## config.mk

```make
export PLATFORM = sky130hd
export DESIGN_NAME = jk_excitation_driver_flat
export DESIGN_NICKNAME = d
export VERILOG_FILES = /design/src/rtl/jk_excitation_driver_pkg.sv /design/src/rtl/jk_excitation_driver_if.sv /design/src/rtl/jk_excitation_driver_cell.sv /design/src/rtl/jk_excitation_driver.sv /design/src/flat_wrapper.sv
export SDC_FILE = /design/constraint.sdc
export NUM_CORES = 1
export LEC_CHECK = 0
export ABC_AREA = 1
export BUFFER_PORTS_ARGS = -buffer_cell sky130_fd_sc_hd__buf_2
export CAP_MARGIN = 10
export CORE_MARGIN = 5
export CORE_UTILIZATION = 55
export CTS_CLUSTER_DIAMETER = 30
export CTS_CLUSTER_SIZE = 28
export DETAILED_ROUTE_END_ITERATION = 10
export GPL_ROUTABILITY_DRIVEN = 0
export GPL_TIMING_DRIVEN = 0
export PLACE_DENSITY_LB_ADDON = 0.1
export SKIP_LAST_GASP = 1
export SYNTH_ARGS = -nofsm -noshare
export SYNTH_HDL_FRONTEND = slang
export SYNTH_SLANG_ARGS = --single-unit
```

## constraint.sdc

```tcl
create_clock -name clk -period 4.1 [get_ports clk]
set_clock_uncertainty 0.2 [all_clocks]
set_input_delay 1.23 -clock clk [delete_from_list [all_inputs] [get_ports clk]]
set_output_delay 1.23 -clock clk [all_outputs]
set_load 0.005 [all_outputs]
```

## src/rtl/jk_excitation_driver_pkg.sv

```systemverilog
`default_nettype none
// +----------------------------------------------------------------------------+
// | jk_exc_pkg : shared states, JK codes and the per-bit excitation function.  |
// | Optional feature macro: JKX_TOGGLE_EN (toggle-based excitation).           |
// | Revision : 1.0                                                             |
// +----------------------------------------------------------------------------+
package jk_exc_pkg;

  typedef enum logic [1:0] {
    IDLE   = 2'd0,
    DRIVE  = 2'd1,
    SETTLE = 2'd2,
    CHECK  = 2'd3
  } state_t;

  // {J,K} codes
  localparam logic [1:0] JK_HOLD   = 2'b00;
  localparam logic [1:0] JK_RESET  = 2'b01;
  localparam logic [1:0] JK_SET    = 2'b10;
  localparam logic [1:0] JK_TOGGLE = 2'b11;

  function automatic logic [1:0] excite(input logic q, input logic t);
`ifdef JKX_TOGGLE_EN
    excite = (q != t) ? JK_TOGGLE : JK_HOLD;
`else
    case ({q, t})
      2'b01:   excite = JK_SET;
      2'b10:   excite = JK_RESET;
      default: excite = JK_HOLD;
    endcase
`endif
  endfunction

endpackage
`default_nettype wire

```

## src/rtl/jk_excitation_driver_if.sv

```systemverilog
`default_nettype none
// +----------------------------------------------------------------------------+
// | jk_excitation_driver_if : target handshake, JK drive and status bundle.    |
// | Revision : 1.0                                                             |
// +----------------------------------------------------------------------------+
interface jk_excitation_driver_if #(
  parameter int WIDTH = 4
);
  logic             tgt_valid;
  logic             tgt_ready;
  logic [WIDTH-1:0] tgt_data;
  logic [WIDTH-1:0] q_fb;
  logic [WIDTH-1:0] j_out;
  logic [WIDTH-1:0] k_out;
  logic             busy;
  logic             done;
  logic             mismatch;

  modport master (
    output tgt_valid, tgt_data, q_fb,
    input  tgt_ready, j_out, k_out, busy, done, mismatch
  );

  modport slave (
    input  tgt_valid, tgt_data, q_fb,
    output tgt_ready, j_out, k_out, busy, done, mismatch
  );
endinterface
`default_nettype wire

```

## src/rtl/jk_excitation_driver_cell.sv

```systemverilog
`default_nettype none
// +----------------------------------------------------------------------------+
// | jk_excite_cell : 1-bit combinational {J,K} from current Q and target bit.  |
// | Honours JKX_TOGGLE_EN through the package excite() function.               |
// | Revision : 1.0                                                             |
// +----------------------------------------------------------------------------+
module jk_excite_cell
  import jk_exc_pkg::*;
(
  input  wire logic i_q,
  input  wire logic i_t,
  output logic      o_j,
  output logic      o_k
);
  logic [1:0] w_jk;

  assign w_jk = excite(i_q, i_t);
  assign o_j  = w_jk[1];
  assign o_k  = w_jk[0];
endmodule
`default_nettype wire

```

## src/rtl/jk_excitation_driver.sv

```systemverilog
`default_nettype none
// +----------------------------------------------------------------------------+
// | jk_excitation_driver : drives a JK bank to a target word, verifies Q and   |
// | retries. Optional macro JKX_TOGGLE_EN selects toggle excitation.           |
// | Revision : 1.0                                                             |
// +----------------------------------------------------------------------------+
module jk_excitation_driver
  import jk_exc_pkg::*;
#(
  parameter int WIDTH         = 4,
  parameter int SETTLE_CYCLES = 1,
  parameter int MAX_RETRY     = 2
) (
  input  wire logic               clk,
  input  wire logic               reset,
  jk_excitation_driver_if.slave   bus
);

  localparam int SW = (SETTLE_CYCLES > 1) ? $clog2(SETTLE_CYCLES) : 1;
  localparam int RW = (MAX_RETRY > 0) ? $clog2(MAX_RETRY + 1) : 1;
  localparam logic [SW-1:0] c_SETTLE_LAST = SW'(SETTLE_CYCLES - 1);
  localparam logic [RW-1:0] c_MAX_RETRY   = RW'(MAX_RETRY);

  state_t           r_state;
  logic [WIDTH-1:0] r_tgt_q;
  logic [WIDTH-1:0] r_j;
  logic [WIDTH-1:0] r_k;
  logic [SW-1:0]    r_settle;
  logic [RW-1:0]    r_retry;
  logic             r_ready;
  logic             r_busy;
  logic             r_done;
  logic             r_mismatch;

  logic [WIDTH-1:0] w_tsel;
  logic [WIDTH-1:0] w_j;
  logic [WIDTH-1:0] w_k;
  logic             w_accept;
  logic             w_match;

  // In IDLE the excitation targets the offered word; afterwards the latched one.
  assign w_tsel   = (r_state == IDLE) ? bus.tgt_data : r_tgt_q;
  assign w_accept = bus.tgt_valid & r_ready;
  assign w_match  = (bus.q_fb == r_tgt_q);

  generate
    for (genvar gi = 0; gi < WIDTH; gi++) begin : g_cell
      jk_excite_cell u_cell (
        .i_q (bus.q_fb[gi]),
        .i_t (w_tsel[gi]),
        .o_j (w_j[gi]),
        .o_k (w_k[gi])
      );
    end
  endgenerate

  always_ff @(posedge clk or negedge reset) begin
    if (!reset) begin
      r_state    <= IDLE;
      r_tgt_q    <= '0;
      r_j        <= '0;
      r_k        <= '0;
      r_settle   <= '0;
      r_retry    <= '0;
      r_ready    <= 1'b1;
      r_busy     <= 1'b0;
      r_done     <= 1'b0;
      r_mismatch <= 1'b0;
    end else begin
      r_done     <= 1'b0;
      r_mismatch <= 1'b0;
      r_j        <= '0;
      r_k        <= '0;
      case (r_state)
        IDLE: begin
          if (w_accept) begin
            r_tgt_q <= bus.tgt_data;
            r_retry <= '0;
            r_j     <= w_j;
            r_k     <= w_k;
            r_ready <= 1'b0;
            r_busy  <= 1'b1;
            r_state <= DRIVE;
          end
        end
        DRIVE: begin
          r_settle <= '0;
          r_state  <= SETTLE;
        end
        SETTLE: begin
          if (r_settle == c_SETTLE_LAST) begin
            r_state <= CHECK;
          end else begin
            r_settle <= r_settle + SW'(1);
          end
        end
        CHECK: begin
          if (w_match) begin
            r_done  <= 1'b1;
            r_ready <= 1'b1;
            r_busy  <= 1'b0;
            r_state <= IDLE;
          end else if (r_retry < c_MAX_RETRY) begin
            // Re-drive from the live feedback so only wrong bits are excited.
            r_retry <= r_retry + RW'(1);
            r_j     <= w_j;
            r_k     <= w_k;
            r_state <= DRIVE;
          end else begin
            r_mismatch <= 1'b1;
            r_ready    <= 1'b1;
            r_busy     <= 1'b0;
            r_state    <= IDLE;
          end
        end
        default: begin
          r_ready <= 1'b1;
          r_busy  <= 1'b0;
          r_state <= IDLE;
        end
      endcase
    end
  end

  assign bus.tgt_ready = r_ready;
  assign bus.j_out     = r_j;
  assign bus.k_out     = r_k;
  assign bus.busy      = r_busy;
  assign bus.done      = r_done;
  assign bus.mismatch  = r_mismatch;

endmodule
`default_nettype wire

```

## src/flat_wrapper.sv

```systemverilog
// flat-port wrapper written by rule: the top's interface ports become plain ports
module jk_excitation_driver_flat import jk_exc_pkg::*;
#(
  parameter int WIDTH         = 4,
  parameter int SETTLE_CYCLES = 1,
  parameter int MAX_RETRY     = 2
)
  (clk, reset, bus_tgt_valid, bus_tgt_data, bus_q_fb, bus_tgt_ready, bus_j_out, bus_k_out, bus_busy, bus_done, bus_mismatch);
  jk_excitation_driver_if #(.WIDTH(WIDTH)) bus_i ();
  input  wire logic clk;
  input  wire logic reset;
  input wire logic [$bits(bus_i.tgt_valid)-1:0] bus_tgt_valid;
  input wire logic [$bits(bus_i.tgt_data)-1:0] bus_tgt_data;
  input wire logic [$bits(bus_i.q_fb)-1:0] bus_q_fb;
  output wire logic [$bits(bus_i.tgt_ready)-1:0] bus_tgt_ready;
  output wire logic [$bits(bus_i.j_out)-1:0] bus_j_out;
  output wire logic [$bits(bus_i.k_out)-1:0] bus_k_out;
  output wire logic [$bits(bus_i.busy)-1:0] bus_busy;
  output wire logic [$bits(bus_i.done)-1:0] bus_done;
  output wire logic [$bits(bus_i.mismatch)-1:0] bus_mismatch;
  assign bus_i.tgt_valid = bus_tgt_valid;
  assign bus_i.tgt_data = bus_tgt_data;
  assign bus_i.q_fb = bus_q_fb;
  assign bus_tgt_ready = bus_i.tgt_ready;
  assign bus_j_out = bus_i.j_out;
  assign bus_k_out = bus_i.k_out;
  assign bus_busy = bus_i.busy;
  assign bus_done = bus_i.done;
  assign bus_mismatch = bus_i.mismatch;
  jk_excitation_driver #(.WIDTH(WIDTH), .SETTLE_CYCLES(SETTLE_CYCLES), .MAX_RETRY(MAX_RETRY)) u_core (.clk(clk), .reset(reset), .bus(bus_i));
endmodule
```

# After elaboration in Yosys (flattened, before gate mapping)
# Cells that the tools add are included.
[totals]
elab_cells = 75
input_bits = 11
out_inout_bits = 12
ff_bits = 21
[classes]
n_eq_ne = 17
n_lt_le_gt_ge = 1
n_bitwise = 1
n_addsub = 2
reduce_logical = 7
mux = 37
[op_table]
columns = ["op", "n"]
rows = [
  ["$mux W4", 7],
  ["$pmux W2 S2", 5],
  ["$pmux W4 S2", 2],
  ["$mux W1", 13],
  ["$eq A2 B2 Y1 const B", 6],
  ["$mux W2", 6],
  ["$eq A2 B1 Y1 const B", 5],
  ["$pmux W2 S4", 1],
  ["$pmux W1 S2", 3],
  ["$eq A4 B4 Y1", 1],
  ["$ne A2 B1 Y1 const B", 2],
  ["$ne A2 B2 Y1 const B", 2],
  ["$reduce_and A2 Y1", 2],
  ["$reduce_and A4 Y1", 1],
  ["$reduce_bool A2 Y1", 2],
  ["$ne A3 B2 Y1 const B", 1],
  ["$reduce_and A3 Y1", 1],
  ["$add A2 B1 Y2 const B", 1],
  ["$logic_not A2 Y1", 1],
  ["$lt A2 B2 Y1 const B", 1],
  ["$add A1 B1 Y1 const B", 1],
  ["$and A1 B1 Y1", 1],
]

# Longest topological paths before layout
[logic_depth]
word_depth = 7
depth_mapped = 9

# Modules after synthesis
# Synthesis repeated with hierarchy kept, for this count alone.
[unflattened]
cells_unflattened = 162
hier_area_um2 = 1226.2
[modules_own_cells]
columns = ["mod", "n_inst", "cells_each", "area_each_um2", "seq_area_each_um2"]
rows = [
  ["jk_excitation_driver", 1, 146, 1166.1, 501.7],
  ["jk_excite_cell", 4, 4, 15.0, 0.0],
]

# Worst setup path after synthesis
# Ideal clock, no wire load.
[synth_path]
path_kind = "input-to-reg"
from = "input bus_q_fb[1]"
to = "register u_core.r_ready, in the netlist u_core.bus.tgt_ready"
arrival_ps = 1885
setup_time_ps = 60
stages = 9
t_required_ps = 3840
path_slack_ps = 1955
cell_sequence = "inv_1 nand2_1 nand2_1 nor2_2 nand2_2 nand2_2 buf_6 nand3_1 nand2_1"
[synth_between]
elab_chain_cells = 3
word_cells_on_any_way = 5
cone_classes = "eq/ne (2); mux (2); reduce/logical (1)"
[synth_lines]
columns = ["element", "line", "rtl"]
rows = [
  ["from (decl)", "flat_wrapper.sv:14", "input wire logic [$bits(bus_i.q_fb)-1:0] bus_q_fb;"],
  ["$eq A4 B4 Y1 *", "jk_excitation_driver.sv:44", "assign w_match = (bus.q_fb == r_tgt_q);"],
  ["$ne A3 B2 Y1 (no line) or $mux W1 (tied branches)", "--", ""],
  ["$reduce_and A3 Y1 (no line) or $pmux W1 S2 (tied branches)", "--", ""],
  ["to (signal assigned)", "jk_excitation_driver.sv:65", "r_ready <= 1'b1;"],
  ["to (signal assigned)", "jk_excitation_driver.sv:81", "r_ready <= 1'b0;"],
  ["to (signal assigned)", "jk_excitation_driver.sv:100", "r_ready <= 1'b1;"],
  ["to (decl)", "jk_excitation_driver.sv:30", "logic r_ready;"],
]
# Mark *: on every way between the ends. The rest lies on a longest branch, timed or not.
# A chain may end at the register's enable or synchronous reset.

# Final worst setup path
[layout_path]
from = "register u_core.r_ready, in the netlist u_core.bus.tgt_ready"
to = "output bus_tgt_ready"
[layout_rtl]
columns = ["element", "line", "rtl"]
rows = [
  ["to (decl)", "flat_wrapper.sv:15", "output wire logic [$bits(bus_i.tgt_ready)-1:0] bus_tgt_ready;"],
]
# No word-level cell between the ends.

==> impl_metrics.json <==
{
  "status": "finished clean",
  "power_uw": 832.1,
  "cts_tree": "done",
  "path_max_fanout": 3,
  "p_comb_frac": 0.506,
  "ctsHoldBuffers": 0,
  "hold_end": "u_core.bus.tgt_ready$_DFFE_PN1P_",
  "synth.avg_cell_area_sq_um": 7.805,
  "hpwl_mm": 1.465,
  "netlist_area_sq_um": 983.4,
  "setup_tns_ns": 0,
  "yosys_warnings": 0,
  "final.min_clock_period_ns": 2.387,
  "drt_iter0_markers": 13,
  "layout_common_cells": "nand2_1 (40), buf_2 (23), dfrtp_1 (19)",
  "worstSetupEndpointType": "output port",
  "min_delay_path_depth": 2,
  "antenna-diode-count": 0,
  "rows": 15,
  "mostFrequentLayoutCell": "nand2_1",
  "path_class": "reg -> out",
  "clock_power_share": 0.134,
  "worst_slack_ns": 1.713,
  "wirelength_mm": 1.849,
  "crit_family": "flip-flops",
  "vias": 822,
  "ir_worst_vdd_v": 0.0004778,
  "grt_pass1_vias": 780,
  "area_delta_synth_final_pct": 18.07,
  "p_leak_uw": 0.0006860,
  "root_buffer": "clkbuf_4",
  "required_ns": 2.67,
  "internal_power_uw": 471.7,
  "grt_pass1_wl_mm": 3.132,
  "ys_seq_elements": 20,
  "worstPathArrival_ns": 0.96,
  "io_buffers": 22,
  "slew_viol_final": 0,
  "max-slew-margin-rel": 0.7153,
  "pre_cts_ws_ns": 1.714,
  "synth_area_leader_cell": "dfrtp_1",
  "ios": 23,
  "synth_top_area_share": 0.4835,
  "worst_slew_pin_slew_ns": 0.4271,
  "p_sw_uw": 360.3,
  "drt-pass1-iter-count": 4,
  "hold_path_class": "reg -> reg",
  "drc": 0,
  "die_area_sq_um": 2734,
  "path_clk_slew_ns": 0.11,
  "synthDistinctLibCells": 16,
  "clockBufferDepth": 2,
  "dieHeight_microns": 52.29,
  "htree_levels": 1,
  "fmax_mhz": 418.9,
  "post_cts_resized": 0,
  "rsz0062_at_grt": "no",
  "die_w_microns": 52.29,
  "r2r_end": "u_core.r_retry[1]$_DFFE_PN0P_",
  "clkSinkCount": 20,
  "antenna_found_initial": 0,
  "swShare": 0.4331,
  "start_util": 0.5758,
  "start_kind": "flop",
  "seq_power_share": 0.360,
  "ant_nets": 0,
  "post_route_cells_drive_above_1_share": 0.2171,
  "synth_nets": 140,
  "core_area_sq_um": 1708,
  "rr_startpoint": "u_core.r_state[0]$_DFFE_PN0N_",
  "nets": 167,
  "grt_max_degree": 21,
  "reg2reg_depth": 8,
  "crit_buf_inv": 1,
  "fin_crit_sh": 0.5823,
  "clk_latency_ns": 0.30,
  "numCtsBuffers": 3,
  "finalHoldViolations": 0,
  "cap_violations": 0,
  "powerDensity_nw_per_um2": 716.6,
  "postCtsSetupRepairBufs": 0,
  "hp-start": "u_core.bus.tgt_ready$_DFFE_PN1P_",
  "grt-ovfl-total": 0,
  "synth_cells": 126,
  "cp_cell_sequence": "buf_2",
  "grt_usage": 0.1564,
  "setup_viol": 0,
  "critPathMaxStageDelay_ns": 0.55,
  "wl_per_cell_microns": 10.45,
  "r2r_slack_ns": 2.31,
  "crit_slowest_cell": "dfstp_2",
  "ys_seq_area_frac": 0.5102,
  "synth.area.top_cells": "dfrtp_1 (48%), nand2_1 (15%), inv_1 (6.9%)",
  "vias_per_cell": 4.644
}
-- tightest hold or removal path, cell delays in order (launching register included) --
cell and delay [ns]:
dfstp_2 0.39, nand2_1 0.05, nand2_1 0.04
-- cell usage after synthesis --
cell type / count
nand2_1: 40
dfrtp_1: 19
inv_1: 18
a21oi_1: 13
nor2_1: 10
nand3_1: 8
o21ai_0: 5
ha_1: 3
nand2_2: 2
nor2_2: 2
a31oi_1: 1
buf_2: 1
buf_6: 1
dfstp_2: 1
nand4_1: 1
nor3_1: 1
-- kinds of logic (layout without fill, tap and decap cells) --
logic type / Yosys count / in the layout / share of synthesized area
AO/OA/AOI/OAI: 19 / 19 / 0.09796
adder cells (fa/ha/maj): 3 / 3 / 0.03817
buffers and inverters: 20 / 46 / 0.08523
flip-flops: 20 / 20 / 0.5102
AND/OR/NAND/NOR: 64 / 64 / 0.2684
-- power groups by stage --
stage | clock, uW | combinational, uW | sequential (uW)
finish | 112 | 421 | 300
global route | 123 | 484 | 305
CTS | 115 | 423 | 299
detailed placement | 0 | 416 | 304
global placement | 0 | 407 | 300
floorplan | 0 | 312 | 302
-- stage by stage --
stage | cell area [sq um] | hold slack [ns] | utilization | cells
floorplan | 983.4 | 0.2419 | - | 126
global placement | 1125 | 0.2513 | 0.6586 | 173
detailed placement | 1125 | 0.2639 | 0.6586 | 173
CTS | 1161 | 0.2793 | 0.6799 | 177
global route | 1161 | 0.3026 | 0.6799 | 177
finish | 1161 | 0.2750 | 0.6799 | 177
-- registers in the layout (all words and copies together), names as in the netlist --
| signal | count |
|---|---|
| u_core.r_state | 2 |
| u_core.bus.busy | 1 |
| u_core.bus.j_out | 4 |
| u_core.r_tgt_q | 4 |
| u_core.bus.mismatch | 1 |
| u_core.bus.tgt_ready | 1 |
| u_core.bus.done | 1 |
| u_core.r_retry | 2 |
| u_core.bus.k_out | 4 |
-- final cells by class --
type / instances / area [sq um]
repair buffers: 22 / 110.1
fillers: 152 / 546.8
clock buffers: 4 / 36.28
well taps: 25 / 31.28
multi-input cells: 86 / 397.9
flip-flops and latches: 20 / 501.7
inverters: 18 / 67.56
plain buffers: 2 / 16.27
-- per-layer routing --
layer,vias up,share of wire,GRT usage
li1,446,-,-
met1,348,0.46,0.1927
met2,22,0.46,0.2521
met3,6,0.060,0.03134
met4,0,0.019,0.08936
met5,-,0,0
-- worst max path at each step --
stage | start | cells after the start | to | slack, ns
after global routing | u_core.bus.tgt_ready$_DFFE_PN1P_ | 1 | bus_tgt_ready | 1.68
after global placement | bus_q_fb[2] | 10 | u_core.bus.tgt_ready$_DFFE_PN1P_ | 1.74
after CTS | u_core.bus.tgt_ready$_DFFE_PN1P_ | 1 | bus_tgt_ready | 1.70
final | u_core.bus.tgt_ready$_DFFE_PN1P_ | 1 | bus_tgt_ready | 1.71
after floorplan | bus_q_fb[1] | 9 | u_core.bus.tgt_ready$_DFFE_PN1P_ | 1.95
after detailed placement | bus_q_fb[2] | 9 | u_core.bus.k_out[1]$_DFF_PN0_ | 1.71
(Power assumes the default switching activity.)
